<file path="src/rtl/zero_indices_multi.sv">
// zero_indices_multi: streams the positions of target bits (zeros or ones) of a
// W-bit vector, lowest first, up to N indices per valid/ready response beat.

// One extraction lane: picks the lowest set bit of its input, reports its
// index and passes the remaining bits on to the next lane.
module zero_indices_multi_lane #(
  parameter int W  = 32,
  parameter int IW = 5
) (
  input  logic [W-1:0]  rem_in,
  output logic [W-1:0]  rem_out,
  output logic          found,
  output logic [IW-1:0] idx
);
  logic [W-1:0] low;

  // Isolate the lowest set bit (two's-complement trick), then drop it.
  assign low     = rem_in & (~rem_in + W'(1));
  assign rem_out = rem_in & ~low;
  assign found   = |rem_in;

  // Encode the one-hot lowest bit; all-zero input yields index 0.
  always_comb begin
    idx = '0;
    for (int b = 0; b < W; b++)
      if (low[b]) idx = b[IW-1:0];
  end
endmodule

module zero_indices_multi #(
  parameter int W = 32,
  parameter int N = 2
) (
  input  logic                    clk,
  input  logic                    rst,
  input  logic [W-1:0]            in_vector,
  input  logic                    in_polarity,
  input  logic                    in_start,
  output logic                    in_busy_r,
  output logic                    resp_valid_r,
  input  logic                    resp_ready,
  output logic [N-1:0]            resp_mask_r,
  output logic [N*$clog2(W)-1:0]  resp_index_r,
  output logic                    resp_last_r
);
  localparam int IW = $clog2(W);

  logic [W-1:0]           work_r;
  logic [N:0][W-1:0]      rem;
  logic [N-1:0]           lane_found;
  logic [N-1:0][IW-1:0]   lane_idx;
  logic                   slot_free;
  logic                   extract;

  // Lanes are chained: each sees what the lower lanes left behind, so the
  // filled lanes are always contiguous from lane 0.
  assign rem[0] = work_r;

  for (genvar i = 0; i < N; i++) begin : g_lane
    zero_indices_multi_lane #(.W(W), .IW(IW)) u_lane (
      .rem_in  (rem[i]),
      .rem_out (rem[i+1]),
      .found   (lane_found[i]),
      .idx     (lane_idx[i])
    );
  end

  assign slot_free = !resp_valid_r || resp_ready;
  assign extract   = in_busy_r && slot_free;

  // Start loads the polarity-normalised vector; each extraction clears the
  // picked bits and registers a beat. A stalled beat freezes everything.
  always_ff @(posedge clk or negedge rst) begin
    if (!rst) begin
      work_r       <= '0;
      in_busy_r    <= 1'b0;
      resp_valid_r <= 1'b0;
      resp_mask_r  <= '0;
      resp_index_r <= '0;
      resp_last_r  <= 1'b0;
    end else begin
      if (extract) begin
        work_r       <= rem[N];
        resp_valid_r <= 1'b1;
        resp_mask_r  <= lane_found;
        resp_index_r <= lane_idx;
        resp_last_r  <= (rem[N] == '0);
        if (rem[N] == '0) in_busy_r <= 1'b0;
      end else if (resp_valid_r && resp_ready) begin
        resp_valid_r <= 1'b0;
      end
      // Start and extract are mutually exclusive (busy gates both).
      if (!in_busy_r && in_start) begin
        work_r    <= in_polarity ? in_vector : ~in_vector;
        in_busy_r <= 1'b1;
      end
    end
  end
endmodule

</file>
<file path="config.mk">
export PLATFORM = sky130hd
export DESIGN_NAME = zero_indices_multi
export DESIGN_NICKNAME = d
export VERILOG_FILES = /design/src/rtl/zero_indices_multi.sv
export SDC_FILE = /design/constraint.sdc
export NUM_CORES = 1
export LEC_CHECK = 0
export CORE_MARGIN = 1
export CORE_UTILIZATION = 53
export CTS_BUF_LIST = sky130_fd_sc_hd__clkbuf_4
export DETAILED_ROUTE_END_ITERATION = 7
export MAX_ROUTING_LAYER = met4
export PLACE_DENSITY = 0.82
export SLEW_MARGIN = 30
export SYNTH_ARGS = -nofsm -noshare
export SYNTH_HDL_FRONTEND = slang
export SYNTH_SLANG_ARGS = --single-unit
</file>
<file path="constraint.sdc">
create_clock -name clk -period 2.6 [get_ports clk]
set_input_delay 0.39 -clock clk [delete_from_list [all_inputs] [get_ports clk]]
set_output_delay 0.39 -clock clk [all_outputs]
set_load 0.01 [all_outputs]
</file>
After elaboration in Yosys (flattened, before gate mapping) --
Cells that the tools add are included.
Operators by class: reduce and logical (&&, ||, !) cells 13, $add $sub $neg 2, multipliers 0, bitwise operators 9, mux-type cells 70, $lt $le $gt $ge 0, equal/unequal tests 0, shift-type cells 0, div/mod/pow operators 0
Operators by type and width (number):
- $mux 5 | 32
- $not 32->32 | 5
- $and 32x32->32 | 4
- $mux 32 | 3
- $add 32x1->32 const B | 2
- $mux 4 | 16
- $reduce_or 32->1 | 2
- $logic_not 32->1 | 1
- $mux 3 | 8
- $mux 2 | 4
- $mux 1 | 7
- $reduce_bool 2->1 | 3
- $logic_and 1x1->1 | 3
- $logic_not 1->1 | 2
- $reduce_and 2->1 | 1
- $logic_or 1x1->1 | 1
Word-level totals: output and inout bits 15, memory bits (writable) 0, latch bits 0, word-level logic and storage cells 100, bits of input ports 37, bits in read-only memories 0, flip-flop bits (word level) 47, memories kept 0

Depth between registers and ports, before layout --
Gate-level depths: netlist of the first run.
depth in word-level cells 39, gate-level depth with buffers 11, depth with buffers taken out 8

Cells and area by module --
A second synthesis of the first run with hierarchy kept.
Second synthesis, totals: cells, all modules 421, area, all modules 3661.0 um^2
Modules (own cells, without submodules):
- zero_indices_multi | times used 1, area each 2302.2 um^2, sequential area each 1176.1 um^2, cells each 193
- zero_indices_multi_lane | times used 2, area each 679.4 um^2, sequential area each 0.0 um^2, cells each 114

Worst setup path after synthesis of the first run --
Ideal clock, no wire load.
path kind register to register, start point register work_r[2], end point register resp_last_r, clock period less this slack 2.807 ns, arrival 2.739 ns, data required time 2.532 ns, stages on the path, launching flop included 9, path slack -0.207 ns, path buffers 0, setup time 0.068 ns, cell sequence dfrtp_1 -> or4_4 -> nor3_4 -> nand3_2 -> maj3_2 -> or3_4 -> a32o_1 -> nor4_2 -> a32o_1
On the way: word-level cells in the longest chain between the ends 11
RTL lines:
- start: declaration | line 48 | logic [W-1:0] work_r;
- start signal: assignment | line 83 | work_r <= rem[N];
- start signal: assignment | line 94 | work_r <= in_polarity ? in_vector : ~in_vector;
- $not 32->32 | line 18 | assign low = rem_in & (~rem_in + W'(1));
- $add 32x1->32 | line 18
- $and 32x32->32 | line 18
- $not 32->32 | line 19 | assign rem_out = rem_in & ~low;
- $and 32x32->32 * | line 19
- $not 32->32 | line 18
- $add 32x1->32 | line 18
- $and 32x32->32 | line 18
- $not 32->32 | line 19
- $and 32x32->32 * | line 19
- $logic_not 32->1 * | line 87 | resp_last_r <= (rem[N] == '0);
- end signal: assignment | line 87
- end: declaration | line 44 | output logic resp_last_r
Every way passes the cells marked *; elsewhere a longest branch is shown, timed or not. A chain may end at the register's enable or synchronous reset.

Worst setup path in the final report of the first run --
start point register work_r[8], end point register resp_index_r[6]
On the way: word-level cells in the longest chain between the ends 32
RTL lines:
- $not 32->32 | line 18
- $add 32x1->32 | line 18
- $and 32x32->32 | line 18
- $not 32->32 | line 19
- $and 32x32->32 * | line 19
- $not 32->32 | line 18
- $add 32x1->32 | line 18
- $and 32x32->32 * | line 18
- $mux 4 (8 in series) | line 26 | if (low[b]) idx = b[IW-1:0];
- $mux 5 (15 in series) | line 26
- $mux 5 * | line 26
- end signal: assignment | line 86 | resp_index_r <= lane_idx;
- end: declaration | line 43 | output logic [N*$clog2(W)-1:0] resp_index_r,
Marked as above.

==> reports/metrics.csv, run 1 <==
metric,value,unit
status,finished with violations,
violations,setup timing,
synthDistinctLibCells,76,
fp.dieW,92.64,um
p_seq_share,10.7,%
dp_cells,822,
synth_area,4354,sq um
drc,0,
synthCells,575,
synth_top_family_by_area,compound AO/OA/AOI/OAI gates,
min_period,2.956,ns
leakage,2.768,nW
gp_congestion,1.049,
cp.required,2.96,ns
avgRoutedWirePerCell,20.89,um
row_count,32,
die_y,92.64,um
drt-total-wl,17740,um
initial_core_util,55.48,%
grtUsageTotal,41.71,%
htree_levels,2,
async_flop_share,100.0,%
dpl_cell_area,5886,sq um
finalNetCount,783,
grt_busiest_layer,met2,
p_switching,5.482,mW
dp_hpwl,12640,um
hold_viol,0,
synth_xor_area_share,7.040,%
fin_setup_tns,-4.950,ns
cts_root_buffer,clkbuf_4,
die-area,8582,sq um
ant_nets,0,
grt_pass1_vias,5206,
synth_area_leaders,"dfrtp_1, xor2_1, nor2_1",
drtIter0Drc,680,
yosys.area_share.simple,25.09,%
clkSinkCount,47,
yosys-top-cells-count,"nor2_1, nand2_1, dfrtp_1, a21oi_1, clkbuf_1",
clockBufferDepth,2,
peakVddDrop,1.090,mV
synth_area_per_cell,7.572,sq um
critPathKind,flip-flop to flip-flop,
synth.area.mux_share,0.4598,%
pwr-share-clk,3.5,%
final_area,6510,sq um
viasPerCell,6.643,
ys_ff_latch,47,
netSwitchingFraction,48.50,%
area_delta_synth_final,49.51,%
worst_skew_pair.late_latency,0.40,ns
synth_top_cell_by_area,dfrtp_1,
crit_path_start_kind,flip-flop,
core,7848,sq um
yosysTopAreaCellShare,27.01,%
cts_tree,yes,
ys_seq_area_share,27.01,%
cts_buffers,5,
num_vias,5640,
yosys_warnings,0,
yosys_most_used_dff,dfrtp_1,
grt_util_met3,6.897,%
finalCritPeriodShare,113.7,%
antenna_found_initial,0,
crit_fanout,5,
grt_first_pass_wirelength,27190,um
yosysMostFrequentCell,nor2_1,
rsz0062_at_grt,true,
ios,52,
clk_transition_reported_paths,0.17,ns
port-buffer-count,51,
relSlewSlack,57.83,%
synth-compound-area-share,32.21,%
worstMarginPinSlew,0.6166,ns
drive_gt1_share,33.47,%
synth.net_count,612,
crit_path_end_kind,flip-flop,
max_freq,0.3383,GHz
internal_power,5.821,mW
worstPathArrival,3.31,ns
worst_slack,-0.3559,ns
comb_power_share,85.8,%
dp_slack,-0.3473,ns
grt_use_met1,55.19,%
powerDensity,1736,nW/um^2
antenna_cells,0,
drv_slew,0,
grt.overflow.total,0,
final_cell_count_no_fill,849,
finalSetupViolations,25,
fin_hold_ws,0.5257,ns
holdCritPathClass,flip-flop to flip-flop,
first_pass_iters,5,
use_met2,63.95,%
clock_skew,0.02038,ns
drv_cap,0,
synth_edf_count,0,
synthAdderAreaFrac,2.328,%
grt_max_degree,29,
[layout make-up]
cell class / count / area, sq um
fill: 514 / 1338
timing repair buffer: 217 / 1831
clock inverter: 3 / 25.02
multi-input combinational: 464 / 3272
clock buffer: 5 / 37.54
tap: 102 / 127.6
sequential: 47 / 1176
inverter: 11 / 41.29
[flip-flops by register name, summed over array words and instances (netlist names)]
name	count
in_busy_r	1
resp_valid_r	1
resp_index_r	10
resp_last_r	1
work_r	32
resp_mask_r	2
[metal layers]
| layer | wire (um) | vias to the layer above |
|---|---|---|
| met5 | 0 | - |
| met3 | 1815 | 88 |
| li1 | - | 2477 |
| met4 | 837 | 0 |
| met2 | 8220 | 431 |
| met1 | 6863 | 2644 |
[stage by stage]
| step | utilization [%] | power, mW |
|---|---|---|
| 2_1_floorplan | - | 5.108 |
| 3_3_place_gp | 75.00 | 8.555 |
| 3_5_place_dp | 75.00 | 8.641 |
| 4_1_cts | 78.94 | 9.887 |
| 5_1_grt | 82.96 | 11.84 |
| 6_report | 82.96 | 11.30 |
[layout by cell type (no fill, tap or decap), types with 8 or more instances in the layout]
cell type        count
o211ai_1            18
nand2_1             50
xor2_1              28
nand3_1             12
a21oi_1             42
o21ai_0             31
buf_6               15
inv_1               11
a211oi_1             8
buf_4              148
dfrtp_1             47
nor2_1              60
a31oi_1              9
clkdlybuf4s50_1     49
o21ai_1             14
[final timing paths]
path / start / slack [ns] / to / cells past startpoint
hold / removal: resp_index_r[5]$_DFFE_PN0P_ / 0.53 / resp_index_r[5]$_DFFE_PN0P_ / 2
min in group asynchronous: rst / 0.54 / resp_index_r[4]$_DFFE_PN0P_ / 3
max in group asynchronous: rst / 1.79 / work_r[16]$_DFFE_PN0P_ / 3
setup / recovery: work_r[8]$_DFFE_PN0P_ / -0.36 / resp_index_r[6]$_DFFE_PN0P_ / 12
setup reg to reg: work_r[8]$_DFFE_PN0P_ / -0.36 / resp_index_r[6]$_DFFE_PN0P_ / 12
hold reg to reg: resp_index_r[5]$_DFFE_PN0P_ / 0.53 / resp_index_r[5]$_DFFE_PN0P_ / 2
[power by group through the flow]
| stage | clock [mW] | sequential, mW | combinational, mW |
|---|---|---|---|
| 6_report | 0.396 | 1.20 | 9.70 |
| 5_1_grt | 0.426 | 1.23 | 10.2 |
| 4_1_cts | 0.390 | 1.19 | 8.31 |
| 3_5_place_dp | 0 | 1.20 | 7.44 |
| 3_3_place_gp | 0 | 1.18 | 7.37 |
| 2_1_floorplan | 0 | 1.20 | 3.91 |
[timing repair]
action / in CTS / in global routing
setup endpoints to repair: 22 / 27
pin swaps: 19 / 26
buffers inserted: 10 / 10
hold endpoints to repair: 41 / 0
gates resized for setup: 25 / 58
cloned: 0 / 0
hold buffers: 1 / 0
[critical path, cell delays in order, from the launching register on]
cell      delay [ns]
dfrtp_1         0.44
nor4_4          0.45
buf_4           0.22
nand4_1         0.19
or2_4           0.34
buf_6           0.12
a2111o_1        0.31
o21ai_2         0.10
buf_6           0.15
buf_4           0.12
a31oi_2         0.11
o21ai_2         0.19
o32a_1          0.18
[logic make-up (layout without fill, tap and decap cells)]
| kind of cell | after synthesis | in the layout |
|---|---|---|
| multiplexers | 2 | 2 |
| buffers and inverters | 64 | 236 |
| XOR/XNOR | 35 | 35 |
| AO/OA/AOI/OAI | 207 | 207 |
| flip-flops | 47 | 47 |
| AND/OR/NAND/NOR | 210 | 210 |
| adder cells (fa/ha/maj) | 10 | 10 |
Note: power is estimated with default switching activity, not from simulation.
==> inputs of run 2 (changes only) <==
--- a/config.mk
+++ b/config.mk
@@ -6,11 +6,11 @@
 export NUM_CORES = 1
 export LEC_CHECK = 0
 export CORE_MARGIN = 1
-export CORE_UTILIZATION = 53
+export CORE_UTILIZATION = 35
 export CTS_BUF_LIST = sky130_fd_sc_hd__clkbuf_4
 export DETAILED_ROUTE_END_ITERATION = 7
 export MAX_ROUTING_LAYER = met4
-export PLACE_DENSITY = 0.82
+export PLACE_DENSITY = 0.59
 export SLEW_MARGIN = 30
 export SYNTH_ARGS = -nofsm -noshare
 export SYNTH_HDL_FRONTEND = slang
==> reports/metrics.csv, run 2 (same netlist as run 1, synthesis figures left out) <==
metric,value,unit,change
powerDensity,1669,nW/um^2,-3.9%
cts_root_buffer,clkbuf_4,,
drv_slew,0,,unchanged
ant_nets,0,,unchanged
gp_congestion,0.9394,,-10%
leakage,2.829,nW,+2.2%
fp.dieW,113.5,um,+23%
peakVddDrop,0.6916,mV,-37%
antenna_cells,0,,unchanged
grt.overflow.total,0,,unchanged
drt-total-wl,17100,um,-3.6%
clock_skew,0.02663,ns,+0.006256 ns
grt_pass1_vias,4885,,-6.2%
violations,setup timing,,
largest_register_ffs,32,,unchanged
row_count,40,,+25%
antenna_found_initial,0,,unchanged
dpl_cell_area,6038,sq um,+2.6%
worst_slack,-0.2953,ns,+0.06055 ns
r2r_cells,12,,unchanged
htree_levels,2,,unchanged
cp.required,2.98,ns,+0.02 ns
worst_skew_pair.late_latency,0.44,ns,+0.04 ns
worstMarginPinSlew,0.7147,ns,+0.09810 ns
avgRoutedWirePerCell,18.57,um,-11%
viasPerCell,5.636,,-15%
dp_hpwl,12970,um,+2.6%
drtIter0Drc,437,,-36%
finalSetupViolations,21,,-16%
crit_fanout,6,,+1
reg2reg_slack,-0.30,ns,+0.06 ns
grtUsageTotal,28.17,%,-14 points
crit_path_end_kind,flip-flop,,
r2r_start,work_r[2]$_DFFE_PN0P_,,
finalPower,11.17,mW,-1.2%
crit_start,work_r[2]$_DFFE_PN0P_,,
fin_setup_tns,-4.017,ns,+0.9337 ns
drv_cap,0,,unchanged
drc,0,,unchanged
rsz0062_at_grt,true,,
finalNetCount,789,,+0.77%
first_pass_iters,5,,unchanged
core,12060,sq um,+54%
cts_tree,yes,,
final_area,6693,sq um,+2.8%
cts_buffers,5,,unchanged
holdCritPathClass,primary input to async pin,,
grt_first_pass_wirelength,27210,um,about the same
finalCritPeriodShare,111.4,%,-2.3 points
ios,52,,unchanged
area_delta_synth_final,53.71,%,
initial_core_util,36.10,%,-19 points
clockBufferDepth,2,,unchanged
die_y,113.5,um,+23%
worstPathArrival,3.28,ns,-0.03 ns
rr_endpoint,resp_index_r[6]$_DFFE_PN0P_,,
final_cell_mix,"buf_4, nor2_1, nand2_1",,
crit_path_start_kind,flip-flop,,
status,finished with violations,,
die-area,12890,sq um,+50%
drive_gt1_share,34.13,%,+0.66 points
max_freq,0.3454,GHz,+2.1%
clk_transition_reported_paths,0.18,ns,about the same
num_vias,5191,,-8.0%
hold_viol,0,,unchanged
relSlewSlack,51.94,%,-5.9 points
top_regs,"work_r: 32 flops, resp_index_r: 10 flops, resp_mask_r: 2 flops",,
grt_max_degree,65,,+120%
min_period,2.895,ns,-0.06055 ns
port-buffer-count,51,,unchanged
final_common_cell,buf_4,,
largest-register,work_r,,
critPathKind,flip-flop to flip-flop,,
clkSinkCount,47,,unchanged
run 2: cell types whose count changed in the layout (fill, tap and decap cells not counted), sizes merged:
cell | before | now
buf | 167 | 174
bufinv | 0 | 1
clkinv | 2 | 1
clkinvlp | 1 | 0
dlygate4sd3 | 1 | 0
inv | 11 | 12
run 2: critical path: stages, from the launching register on:
cell,delay [ns]
dfrtp_2,0.47
or4_4,0.55
nor3_4,0.21
nand3_2,0.10
maj3_2,0.37
buf_6,0.15
buf_6,0.11
nor4_4,0.22
buf_6,0.18
buf_6,0.11
a31oi_4,0.07
o21ai_2,0.16
o32a_1,0.17
run 2: worst max-delay path by stage:
stage,slack [ns],depth (start not counted),to
after detailed placement,-0.49,10,resp_index_r[5]$_DFFE_PN0P_
after CTS,-0.25,11,resp_index_r[5]$_DFFE_PN0P_
after global placement,-0.49,10,resp_index_r[5]$_DFFE_PN0P_
final,-0.30,12,resp_index_r[6]$_DFFE_PN0P_
after floorplan,-0.19,8,resp_last_r$_DFFE_PN0P_
after global routing,-0.39,11,resp_mask_r[1]$_DFFE_PN0P_
run 2: power by group:
group / switching (mW) / total [mW] / internal [mW]
Clock: 0.292 / 0.500 / 0.207
Combinational: 4.81 / 9.47 / 4.66
Sequential: 0.206 / 1.20 / 0.995
Total: 5.31 / 11.2 / 5.86
run 2: stage by stage:
step	setup slack [ns]	instances	utilization, %	hold slack [ns]
after global placement	-0.4887	894	50.06	0.4711
after detailed placement	-0.4921	894	50.06	0.4723
after global routing	-0.3853	921	55.49	0.07344
final	-0.2953	921	55.49	0.03617
after CTS	-0.2521	911	52.45	0.03961
after floorplan	-0.1900	575	-	0.09441
run 2: what timing repair did:
action | in CTS | in global routing
setup buffers | 10 | 10
endpoints found under the setup margin | 22 | 26
hold buffers | 0 | 0
pin swaps | 19 | 37
gates resized for setup | 31 | 56
endpoints found under the hold margin | 0 | 0
run 2: cell type report:
type                    count  area, sq um
repair buffers            223         1866
flip-flops and latches     47         1177
inverters                  11        41.29
well taps                 168        210.2
multi-input cells         464         3313
fillers                  1144         5369
clock buffers               5        37.54
clock inverters             3        47.55
run 2: metal layers:
metal / vias to the layer above / global-route usage, % / wire length [um]
met5: - / - / 0
met4: 0 / 10.00 / 481
met3: 26 / 3.241 / 773
met2: 184 / 43.05 / 7833
met1: 2479 / 38.44 / 8013
li1: 2502 / - / -
==> inputs of run 3 (changes only) <==
--- a/config.mk
+++ b/config.mk
@@ -11,7 +11,6 @@
 export DETAILED_ROUTE_END_ITERATION = 7
 export MAX_ROUTING_LAYER = met4
 export PLACE_DENSITY = 0.59
-export SLEW_MARGIN = 30
 export SYNTH_ARGS = -nofsm -noshare
 export SYNTH_HDL_FRONTEND = slang
 export SYNTH_SLANG_ARGS = --single-unit
==> results of run 3 <==
The final DEF is identical to that of run 2; final timing and power are the same.
